### config.mk
export PLATFORM = sky130hd
export DESIGN_NAME = vga_text_writer
export DESIGN_NICKNAME = d
export VERILOG_FILES = /design/src/rtl/vga_text_writer.sv
export SDC_FILE = /design/constraint.sdc
export NUM_CORES = 1
export LEC_CHECK = 0
export BUFFER_PORTS_ARGS = -buffer_cell sky130_fd_sc_hd__buf_4
export CORE_MARGIN = 8
export CORE_UTILIZATION = 60
export DETAILED_ROUTE_END_ITERATION = 6
export PLACE_DENSITY = 0.81
export SYNTH_ARGS = -nofsm -noshare
export SYNTH_HDL_FRONTEND = slang
export SYNTH_SLANG_ARGS = --single-unit
### constraint.sdc
create_clock -name wclk -period 5 [get_ports wclk]
set_clock_uncertainty 0.05 [all_clocks]
set_input_delay 0.5 -clock wclk [delete_from_list [all_inputs] [get_ports wclk]]
set_output_delay 0.5 -clock wclk [all_outputs]
set_load 0.02 [all_outputs]
### src/rtl/vga_text_writer.sv
// ---------------------------------------------------------------------------
// vga_text_writer
//
// Purpose:
//   Write-port controller for an 80x30 character text buffer. It takes an
//   ASCII byte stream over a valid/ready handshake and keeps a row/column
//   cursor. It interprets control codes (CR, LF, BS, FF and optionally TAB).
//   It sequences two blank-fill engines: a full-screen clear and a
//   single-row clear. Its output is one registered write per cycle toward
//   the buffer (waddr/din/write_en).
//
// Ports:
//   wclk        in   buffer write clock
//   rst         in   synchronous active-high reset
//   s_data      in   incoming character byte
//   s_valid     in   s_data valid
//   s_ready     out  byte accepted this cycle when s_valid is also high
//   waddr       out  buffer write address (registered)
//   din         out  buffer write data (registered)
//   write_en    out  buffer write strobe (registered)
//   cursor_addr out  row*COLS+col (registered)
//   busy        out  a clear engine is running
//
// Configuration:
//   TEXT_TAB_EN  when defined, 0x09 advances the column to the next multiple
//                of 8. A tab that runs off the row does a line advance.
//                When undefined, 0x09 is consumed and ignored.
// ---------------------------------------------------------------------------
module vga_text_writer #(
  parameter int                COLS   = 80,
  parameter int                ROWS   = 30,
  parameter int                ADDR_W = 12,
  parameter int                DATA_W = 8,
  parameter logic [DATA_W-1:0] BLANK  = 8'h20
) (
  input  logic              wclk,
  input  logic              rst,
  input  logic [DATA_W-1:0] s_data,
  input  logic              s_valid,
  output logic              s_ready,
  output logic [ADDR_W-1:0] waddr,
  output logic [DATA_W-1:0] din,
  output logic              write_en,
  output logic [ADDR_W-1:0] cursor_addr,
  output logic              busy
);

  localparam int COL_W = (COLS > 1) ? $clog2(COLS) : 1;
  localparam int ROW_W = (ROWS > 1) ? $clog2(ROWS) : 1;
  localparam int CELLS = COLS * ROWS;

  localparam logic [DATA_W-1:0] CH_BS    = DATA_W'('h08);
  localparam logic [DATA_W-1:0] CH_LF    = DATA_W'('h0A);
  localparam logic [DATA_W-1:0] CH_FF    = DATA_W'('h0C);
  localparam logic [DATA_W-1:0] CH_CR    = DATA_W'('h0D);
  localparam logic [DATA_W-1:0] CH_SP    = DATA_W'('h20);
  localparam logic [DATA_W-1:0] CH_TILDE = DATA_W'('h7E);
`ifdef TEXT_TAB_EN
  localparam logic [DATA_W-1:0] CH_TAB   = DATA_W'('h09);
`endif

  typedef enum logic [1:0] {
    IDLE,
    CLR_ROW,
    CLR_ALL
  } state_t;

  state_t            state_q,   state_d;
  logic [ADDR_W-1:0] clr_cnt_q, clr_cnt_d;
  logic [ROW_W-1:0]  row_q,     row_d;
  logic [COL_W-1:0]  col_q,     col_d;
  logic [ADDR_W-1:0] waddr_q,   waddr_d;
  logic [DATA_W-1:0] din_q,     din_d;
  logic              we_q,      we_d;
  logic [ADDR_W-1:0] cursor_q,  cursor_d;
  logic              advance;
  logic              accept;
  logic              printable;
`ifdef TEXT_TAB_EN
  int                tab_col;
`endif

  // The product is formed at full integer width and then truncated to the
  // buffer address width.
  function automatic logic [ADDR_W-1:0] cell_addr(input int r, input int c);
    return ADDR_W'(r * COLS + c);
  endfunction

  assign s_ready     = (state_q == IDLE) & ~rst;
  assign busy        = (state_q != IDLE);
  assign waddr       = waddr_q;
  assign din         = din_q;
  assign write_en    = we_q;
  assign cursor_addr = cursor_q;

  assign accept    = s_valid & s_ready;
  assign printable = (s_data >= CH_SP) && (s_data <= CH_TILDE);

  always_comb begin
    state_d   = state_q;
    clr_cnt_d = clr_cnt_q;
    row_d     = row_q;
    col_d     = col_q;
    waddr_d   = waddr_q;
    din_d     = din_q;
    we_d      = 1'b0;
    advance   = 1'b0;
`ifdef TEXT_TAB_EN
    tab_col   = 0;
`endif

    case (state_q)
      CLR_ALL: begin
        we_d    = 1'b1;
        waddr_d = clr_cnt_q;
        din_d   = BLANK;
        if (clr_cnt_q == ADDR_W'(CELLS - 1)) begin
          state_d   = IDLE;
          clr_cnt_d = '0;
          row_d     = '0;
          col_d     = '0;
        end else begin
          clr_cnt_d = clr_cnt_q + ADDR_W'(1);
        end
      end

      CLR_ROW: begin
        // row_q already holds the newly entered row.
        we_d    = 1'b1;
        waddr_d = cell_addr(int'(row_q), 0) + clr_cnt_q;
        din_d   = BLANK;
        if (clr_cnt_q == ADDR_W'(COLS - 1)) begin
          state_d   = IDLE;
          clr_cnt_d = '0;
        end else begin
          clr_cnt_d = clr_cnt_q + ADDR_W'(1);
        end
      end

      default: begin
        if (accept) begin
          if (printable) begin
            we_d    = 1'b1;
            waddr_d = cursor_q;
            din_d   = s_data;
            if (col_q == COL_W'(COLS - 1)) begin
              advance = 1'b1;
            end else begin
              col_d = col_q + COL_W'(1);
            end
          end else begin
            case (s_data)
              CH_CR: col_d = '0;
              CH_LF: advance = 1'b1;
              CH_BS: begin
                // At column 0 a backspace does nothing. It never wraps back
                // to the previous row.
                if (col_q != '0) begin
                  col_d   = col_q - COL_W'(1);
                  we_d    = 1'b1;
                  waddr_d = cursor_q - ADDR_W'(1);
                  din_d   = BLANK;
                end
              end
              CH_FF: begin
                row_d     = '0;
                col_d     = '0;
                clr_cnt_d = '0;
                state_d   = CLR_ALL;
              end
`ifdef TEXT_TAB_EN
              CH_TAB: begin
                tab_col = (int'(col_q) | 7) + 1;
                if (tab_col >= COLS) begin
                  advance = 1'b1;
                end else begin
                  col_d = COL_W'(tab_col);
                end
              end
`endif
              default: ;
            endcase
          end
        end
      end
    endcase

    // Line advance: the new row is wiped rather than scrolled. The buffer
    // behaves like a typewriter that wraps from the bottom back to the top.
    if (advance) begin
      col_d     = '0;
      row_d     = (row_q == ROW_W'(ROWS - 1)) ? '0 : row_q + ROW_W'(1);
      clr_cnt_d = '0;
      state_d   = CLR_ROW;
    end

    cursor_d = cell_addr(int'(row_d), int'(col_d));
  end

  always_ff @(posedge wclk) begin
    if (rst) begin
      state_q   <= CLR_ALL;
      clr_cnt_q <= '0;
      row_q     <= '0;
      col_q     <= '0;
      waddr_q   <= '0;
      din_q     <= '0;
      we_q      <= 1'b0;
      cursor_q  <= '0;
    end else begin
      state_q   <= state_d;
      clr_cnt_q <= clr_cnt_d;
      row_q     <= row_d;
      col_q     <= col_d;
      waddr_q   <= waddr_d;
      din_q     <= din_d;
      we_q      <= we_d;
      cursor_q  <= cursor_d;
    end
  end

endmodule

==> impl_metrics.yaml, run 1 <==
run_status:
  status: "finished, final reports clean"
grt:
  met3_usage: 0.03384
  grt_pass1_vias: 4019
  grt_max_degree: 31
  top_usage_layer: "met2"
  grt_pass1_wl_um: 19240
  grt-ovfl-total: 0
  grtUsageMet2: 0.3846
  met1_usage: 0.2933
  grt_use_total: 0.2292
  antenna_found_initial: 0
finish:
  areaGrowthSynthToFinish_pct: 9.426
  final_cell_mix: "55 x dfxtp_1, 48 x buf_4, 39 x a21oi_1, 34 x nand2_1, 33 x nor2_1"
  fill_cells: 638
  diodes: 0
  nets: 595
  layout_commonest_cell: "dfxtp_1"
  drive_above_1_share: 0.1327
critical_path:
  crit_type: "flip-flop to flip-flop"
  worst_setup_path_start_kind: "flip-flop"
  cp.required_ns: 5.20
  cp_max_fo: 9
  endpoint_kind: "flip-flop"
  arrival_ns: 4.50
routing:
  drt_pass1_iterations: 5
  wl_um: 11680
  avgRoutedWirePerCell_um: 17.99
  drc: 0
  viasPerCell: 6.561
  num_vias: 4258
  antenna_left: 0
  drt_iter0_markers: 513
place:
  placement.io_buffers: 45
  gp_congestion: 0.9647
  hpwlAfterDp_um: 8857
yosys:
  synth-main-ff-cell: "dfxtp_1"
  yosysWarnings: 0
  synth_edf_count: 0
  synth_cells: 533
  yosys.cell_types.count: 77
  ys_seq_area_frac: 0.2537
  ys_seq_elements: 55
  synth.net_count: 579
  syn_avg_cell_area_um2: 8.143
  synth_area_um2: 4340
  synthArstFlopShare: 0
timing:
  period_share: 0.8598
  fin_crit_ns: 4.299
  slew_headroom: 0.1964
  hold_viol_final: 0
  setup_violations: 0
  tightest_slew_ns: 1.205
  whs_ns: 0.3939
  slew_violations: 0
  max_freq_ghz: 0.2326
  rsz0062_at_grt: "no"
  tns_ns: 0
clocking:
  cts-root-buf: "clkbuf_8"
  ctsResizeCount: 0
  cts_tree: "yes"
  cts.path.max_buffers: 2
  path_clk_slew_ns: 0.11
  postCtsSetupBuffers: 0
  cts_made_buffers: 5
  cts_num_sinks: 55
  clk_latency_ns: 0.32
  ctsHoldBuffers: 0
  ctsHtreeMaxLevel: 2
floorplan:
  io_pins: 46
  fp.dieW_um: 101.1
  core_um2: 7137
  initial_core_util: 0.6082
  rows: 31
  die-area_um2: 10210
  die_h_um: 101.1
pwr:
  power_density_nw_per_um2: 206.8
  finalPower_uw: 982.3
  leakagePower_nw: 2.058
  vdd_ir_drop_max_v: 0.0001633
job:
  max_cap_viol_count: 0
worst_hold_path:
  hold_class: "input port to flip-flop"
-- routing by layer --
layer | routed length [µm] | share of wire | up-vias
li1 | - | - | 2018
met1 | 4970 | 0.43 | 2005
met2 | 5521 | 0.47 | 207
met3 | 934 | 0.080 | 28
met4 | 251 | 0.021 | 0
met5 | 0 | 0 | -
-- worst max-delay path, stage by stage (launching register included) --
cell	delay [ns]
dfxtp_1	0.57
ha_1	0.26
and3_1	0.27
nand4_1	0.21
o21ai_1	0.46
nor2_1	0.17
o21ai_1	0.21
nand2_1	0.11
ha_1	0.31
ha_1	0.22
inv_1	0.07
fa_1	0.46
nor3_1	0.35
nand2_1	0.10
a311o_1	0.33
o211ai_1	0.08
-- logic make-up after synthesis --
group / share of synthesized area
adders and majority gates: 0.1078
buffers and inverters: 0.07004
xor gates and xnor gates: 0.04439
muxes: 0.006919
AOI/OAI and AO/OA: 0.2632
DFF: 0.2537
and+or+nand+nor: 0.2540
-- Yosys cell counts, types with 7 or more instances --
master    count  area [µm²]
a21o_1        7       52.55
a21oi_1      39       195.2
a22oi_1       9       67.56
and3_1       11       68.82
buf_2         9       45.04
clkbuf_1     23       86.33
dfxtp_1      55        1101
ha_1         31       387.9
inv_1        29       108.9
nand2_1      34       127.6
nand3_1      20       100.1
nand3b_1      7       52.55
nor2_1       33       123.9
nor2b_1       7       43.79
nor3_1       16       80.08
nor4_1        8       50.05
o211ai_1     11       82.58
o21ai_0      13       65.06
o21ai_1      11       55.05
or3_1         7       43.79
xnor2_1      13       113.9
xor2_1        9       78.83
-- worst paths after layout --
check	from	to	slack (ns)	depth (start not counted)
max	col_q[0]	cursor_addr[11]	0.70	15
min	s_data[4]	din[4]	0.39	3
max reg2reg	col_q[0]	cursor_addr[11]	0.70	15
min reg2reg	waddr[4]	waddr[4]	0.41	2
-- cell type report --
cell class / instances / area (µm²) / share of cell area
timing repair buffer: 48 / 360.3 / 0.07587
sequential: 55 / 1101 / 0.2318
clock inverter: 3 / 47.55 / 0.01001
tap: 99 / 123.9 / 0.02608
multi-input combinational: 409 / 2935 / 0.6180
inverter: 30 / 112.6 / 0.02371
clock buffer: 5 / 68.82 / 0.01449
-- stage by stage --
stage | utilization | std cells | setup slack (ns) | cell area (µm²)
after floorplan | - | 533 | 1.188 | 4340
after global placement | 0.6492 | 641 | 0.9318 | 4633
after detailed placement | 0.6492 | 641 | 0.7526 | 4633
after CTS | 0.6655 | 649 | 0.7543 | 4750
after global routing | 0.6655 | 649 | 0.3521 | 4750
final | 0.6655 | 649 | 0.7010 | 4750
-- flip-flops by register name, indices dropped and copies added, names as in the netlist --
signal	count
clr_cnt_q	12
col_q	7
cursor_addr	8
write_en	1
din	8
waddr	12
row_q	5
state_q	2
-- where the power goes --
part	internal, mW	switching [mW]
clock	0.152	0.165
combinational	0.0744	0.124
sequential	0.454	0.0126
total	0.681	0.302
No activity file was read; power rests on OpenSTA's default activity.
==> inputs of run 2 (changes only) <==
Settings changed: ABC_AREA from default to 1, ABC_CLOCK_PERIOD_IN_PS from default to 5000.
==> run 2 against run 1 <==
The run now ends with DRC left; via count up 4.9%; global-route usage grew 0.45 points; worst setup slack improved by 0.51 ns; maximum frequency increased by 13%; core utilization up 0.70 points; non-clock buffer count shrank 2; sequential cell count unchanged; critical path type unchanged; design area up 1.1%; routed wire length increased by 3.3%; die area about the same.
==> impl_metrics.yaml, run 2 <==
place:
  gp_congestion: 0.9508
  placement.io_buffers: 45
  hpwlAfterDp_um: 9382
timing:
  slew_violations: 0
  tns_ns: 0
  tightest_slew_ns: 0.5582
  slew_headroom: 0.6250
  hold_viol_final: 0
  fin_crit_ns: 3.790
  setup_violations: 0
  period_share: 0.7580
  max_freq_ghz: 0.2639
  rsz0062_at_grt: "no"
routing:
  num_vias: 4467
  wl_um: 12070
  antenna_left: 0
  avgRoutedWirePerCell_um: 15.53
  drc: 2
  drt_pass1_iterations: 7
  drt_iter0_markers: 307
  viasPerCell: 5.749
critical_path:
  cp.required_ns: 5.17
  arrival_ns: 3.96
  crit_type: "flip-flop to flip-flop"
  worst_setup_path_start_kind: "flip-flop"
  endpoint_kind: "flip-flop"
  cp_max_fo: 11
finish:
  areaGrowthSynthToFinish_pct: 10.55
  drive_above_1_share: 0.1637
  layout_commonest_cell: "nand2_1"
  final_cell_mix: "143 x nand2_1, 65 x inv_1, 60 x a21oi_1, 57 x nand3_1"
  fin_util: 0.6725
  nets: 723
  diodes: 0
grt:
  met3_usage: 0.03246
  grt_pass1_vias: 4077
  grtUsageMet2: 0.3902
  grt-ovfl-total: 0
  grt_pass1_wl_um: 19440
  grt_use_total: 0.2337
  grt_max_degree: 28
  antenna_found_initial: 0
  met1_usage: 0.3040
  top_usage_layer: "met2"
yosys:
  yosysWarnings: 0
  synth.net_count: 689
  yosysTopAreaCellShare: 0.2536
  synth-main-ff-cell: "dfxtp_1"
  ys_top_cells_by_area: "dfxtp_1 25%, nand2_1 12%, ha_1 8.9%, a21oi_1 6.9%, nand3_1 6.6%"
  synth.most_common_cell: "nand2_1"
  synth_edf_count: 0
  ys_top_cells_by_count: "143 x nand2_1, 65 x inv_1, 60 x a21oi_1"
  synth_cells: 643
  ys_seq_elements: 55
  syn_avg_cell_area_um2: 6.752
  synthArstFlopShare: 0
  yosys.cell_types.count: 50
  synth_area_um2: 4342
  synth_top_area_cell: "dfxtp_1"
  ys_seq_area_frac: 0.2536
floorplan:
  die-area_um2: 10210
  initial_core_util: 0.6083
  io_pins: 46
  rows: 31
  core_um2: 7137
  die_h_um: 101.1
  fp.dieW_um: 101.1
clocking:
  postCtsSetupBuffers: 0
  cts-root-buf: "clkbuf_8"
  cts.path.max_buffers: 2
  ctsHoldBuffers: 0
  path_clk_slew_ns: 0.12
  cts_tree: "yes"
  clk_latency_ns: 0.32
  ctsResizeCount: 0
  cts_num_sinks: 55
  cts_made_buffers: 5
  ctsHtreeMaxLevel: 2
run_status:
  violations: "DRC"
  status: "finished with violations"
worst_hold_path:
  hold_class: "input port to flip-flop"
job:
  max_cap_viol_count: 0
pwr:
  vdd_ir_drop_max_v: 0.0001176
  leakagePower_nw: 2.164
  power_density_nw_per_um2: 192.8
run 2: path summary, 6_finish.rpt:
kind | start | endpoint | slack, ns | cells after the start
setup / recovery | state_q[0] | cursor_addr[10] | 1.21 | 20
hold / removal | s_data[4] | din[4] | 0.39 | 3
setup reg to reg | state_q[0] | cursor_addr[10] | 1.21 | 20
hold reg to reg | din[7] | din[7] | 0.42 | 2
run 2: power by group:
group | internal (mW) | leakage [nW] | switching (mW)
Combinational | 0.0634 | 1.67 | 0.123
Clock | 0.103 | 0.0463 | 0.170
Sequential | 0.454 | 0.445 | 0.0118
Total | 0.620 | 2.16 | 0.305
run 2: layout make-up:
| class | instances | area [µm²] |
|---|---|---|
| Sequential cell | 55 | 1101 |
| Timing Repair Buffer | 46 | 345.3 |
| Fill cell | 700 | 2337 |
| Inverter | 82 | 310.3 |
| Multi-Input combinational cell | 487 | 2823 |
| Clock inverter | 3 | 27.53 |
| Tap cell | 99 | 123.9 |
| Clock buffer | 5 | 68.82 |
run 2: critical path, cell delays in order, from the launching register on:
cell and delay (ns):
dfxtp_1 0.37, inv_1 0.07, ha_1 0.19, inv_1 0.09
nor2_2 0.05, nand2_1 0.30, inv_2 0.18, nand2_4 0.13
o21ai_0 0.09, nand2_1 0.17, nand2_1 0.08, o22ai_2 0.25
ha_1 0.29, ha_1 0.22, inv_1 0.07, fa_1 0.44
nor2_1 0.12, nand2_1 0.07, or2_2 0.29, a21oi_1 0.13
nor2_1 0.06
run 2: cell families (layout without fill, tap and decap cells):
logic type | after synthesis | in the layout | share of synthesized area
and+or+nand+nor | 305 | 305 | 0.3303
AOI/OAI and AO/OA | 132 | 132 | 0.1818
buffers and inverters | 101 | 136 | 0.09626
DFF | 55 | 55 | 0.2536
adders and majority gates | 35 | 35 | 0.1078
xor gates and xnor gates | 15 | 15 | 0.03026
run 2: metrics by stage:
stage / cells / worst slack [ns] / hold WS, ns / power [mW] / area [µm²]
final: 777 / 1.210 / 0.3921 / 0.9255 / 4800
after global routing: 777 / 0.8341 / 0.4046 / 0.9610 / 4800
after CTS: 777 / 1.242 / 0.3964 / 0.9224 / 4800
after detailed placement: 769 / 1.148 / 0.4038 / 0.6587 / 4703
after global placement: 769 / 1.287 / 0.3799 / 0.6560 / 4703
after floorplan: 643 / 1.607 / 0.4066 / 0.6023 / 4342
run 2: metal layers:
layer,part of all wire,routed length (µm),vias to the layer above
met5,0,0,-
met2,0.47,5678,176
li1,-,-,2201
met1,0.44,5344,2074
met3,0.071,858,16
met4,0.015,187,0
==> inputs of run 3 (changes only) <==
Settings changed: ABC_CLOCK_PERIOD_IN_PS 5000 to 3400, CORE_UTILIZATION 60 to 54, PLACE_DENSITY 0.81 to 0.77.
Clock period 5 ns to 3.4 ns, I/O delays scaled along.
==> run 3 against run 2 <==
The run now ends clean; first-iteration DRC count grew 12%; worst setup slack lost 1.1 ns; combinational power grew 62%; sequential power grew 47%; hold slack lost 0.14 ns; via count grew 3.8%; clock power grew 46%; non-clock buffer count grew 37; clock-buffer cell count is the same; critical endpoint unchanged.
==> impl_metrics.yaml, run 3 (same netlist as run 2, synthesis figures left out) <==
timing:
  hold_viol_final: 0
  fin_crit_ns: 3.276
  worst_slack_ns: 0.1238
  slew_headroom: 0.6184
  period_share: 0.9636
  slew_violations: 0
  setup_violations: 0
  tns_ns: 0
  tightest_slew_ns: 0.5724
  whs_ns: 0.2522
  rsz0062_at_grt: "yes"
  max_freq_ghz: 0.3052
place:
  place_ws_ns: 0.007920
  placement.io_buffers: 45
  hpwlAfterDp_um: 10030
  gp_congestion: 0.9830
grt:
  grt_pass1_wl_um: 20700
  grt_use_total: 0.2223
  grt_pass1_vias: 4310
  antenna_found_initial: 0
  grt-ovfl-total: 0
  grt_max_degree: 21
run_status:
  status: "finished, final reports clean"
finish:
  drive_above_1_share: 0.2503
  nets: 760
  diodes: 0
  fin_util: 0.6696
  layout_commonest_cell: "nand2_1"
  areaGrowthSynthToFinish_pct: 19.80
  fill_cells: 709
  final_cell_mix: "135 x nand2_1, 83 x buf_4, 62 x inv_1, 60 x a21oi_1"
critical_path:
  arrival_ns: 3.49
  cp.required_ns: 3.61
  worst_setup_path_start_kind: "flip-flop"
  crit_path_frequent_cell: "nand2_1"
  endpoint_kind: "flip-flop"
  reg2reg_slack_ns: 0.12
  r2r.worst_path.cells: 21
  slowest_stage: "fa_2"
  crit_type: "flip-flop to flip-flop"
  max_stage_delay_ns: 0.45
  cp_max_fo: 4
  r2r_end: "cursor_addr[10]"
  crit_chain: "inv_2 > ha_2 > inv_1 > nor2_2 > nand2_2 > inv_4 > nand2_4 > o21ai_2 > nand2_2 > nand3_2 > nand2_1 > ha_1 > ha_2 > inv_2 > fa_2 > nor2_1 > nand2_1 > or2_2 > nand3_1 > nand2_1 > nor2_1"
  rr_startpoint: "state_q[0]"
pwr:
  power_density_nw_per_um2: 267.1
  internal_power_uw: 928.8
  vdd_ir_drop_max_v: 0.0001526
  switchingPower_uw: 460.4
  p_seq_frac: 0.493
  pwr-share-comb: 0.218
  finalPower_mw: 1.389
  leakagePower_nw: 2.367
  switching_share: 0.3314
  pwr-share-clk: 0.289
worst_hold_path:
  holdPathEnd: "din[4]"
  min_path_cells: 3
  min_from: "s_data[4]"
  hold_class: "input port to flip-flop"
floorplan:
  initial_core_util: 0.5590
  rows: 32
  die_h_um: 105.7
  fp.dieW_um: 105.7
  die-area_um2: 11170
  core_um2: 7767
  io_pins: 46
routing:
  wl_um: 12880
  avgRoutedWirePerCell_um: 15.76
  drt_iter0_markers: 344
  antenna_left: 0
  num_vias: 4635
  viasPerCell: 5.673
  drt_pass1_iterations: 6
  drc: 0
clocking:
  clk_latency_ns: 0.32
  cts_num_sinks: 55
  path_clk_slew_ns: 0.11
  cts-root-buf: "clkbuf_8"
  ctsHoldBuffers: 0
  cts_tree: "yes"
  cts_made_buffers: 5
  ctsHtreeMaxLevel: 2
  cts.path.max_buffers: 2
job:
  max_cap_viol_count: 0
## run 3: cell count changes in the layout (fill, tap and decap cells not counted), moves of 3 or more
cell,previous run,this run
buf_4,46,83
inv_1,65,62
nand3_1,57,54
dfxtp_1,55,49
ha_2,0,3
nand2_1,143,135
dfxtp_2,0,6
ha_1,31,26
nand2_2,2,10
## run 3: power by group through the flow
stage	sequential, mW	clock [mW]	combinational, mW
floorplan	0.713	0	0.173
finish	0.685	0.401	0.302
global route	0.689	0.424	0.329
global placement	0.698	0	0.281
detailed placement	0.698	0	0.288
CTS	0.684	0.405	0.290
## run 3: worst max-delay path by stage
stage,start,end,slack [ns],cells after the start
finish,state_q[0],cursor_addr[10],0.12,21
global route,state_q[1],cursor_addr[10],-0.09,21
CTS,col_q[0],cursor_addr[10],0.02,18
detailed placement,state_q[1],cursor_addr[10],0.008,20
global placement,state_q[0],cursor_addr[10],0.12,17
floorplan,state_q[0],cursor_addr[10],0.007,19
## run 3: area by class of cell
cell class | count | area, µm² | area share
clock inverters | 3 | 27.53 | 0.005292
multi-input cells | 487 | 2930 | 0.5634
clock buffers | 5 | 68.82 | 0.01323
repair buffers | 83 | 623.1 | 0.1198
flip-flops and latches | 55 | 1109 | 0.2131
inverters | 82 | 315.3 | 0.06062
well taps | 102 | 127.6 | 0.02454
## run 3: worst max-delay path, delay by kind of cell, from the launching register on
family / cells / cell delay, ns
and+or+nand+nor: 12 / 1.34
adders and majority gates: 4 / 1.07
DFF: 1 / 0.35
buffers and inverters: 4 / 0.27
AOI/OAI and AO/OA: 1 / 0.13
## run 3: through the flow
stage | instances | instance area (µm²)
after floorplan | 643 | 4342
after global placement | 797 | 4895
after detailed placement | 797 | 4895
after CTS | 805 | 4999
after global routing | 817 | 5201
final | 817 | 5201
## run 3: timing repair
action                     in CTS  in global routing
setup endpoints to repair       1                  4
pin swaps                       1                 15
buffers inserted                0                 12
gates resized for setup         3                 35
## run 3: routing by layer
| metal | vias up | share of wire | GRT usage | wire length (µm) |
|---|---|---|---|---|
| met3 | 30 | 0.073 | 0.03715 | 944 |
| met5 | - | 0 | 0 | 0 |
| met4 | 0 | 0.030 | 0.09749 | 383 |
| li1 | 2267 | - | - | - |
| met1 | 2125 | 0.42 | 0.2682 | 5396 |
| met2 | 213 | 0.48 | 0.3789 | 6152 |
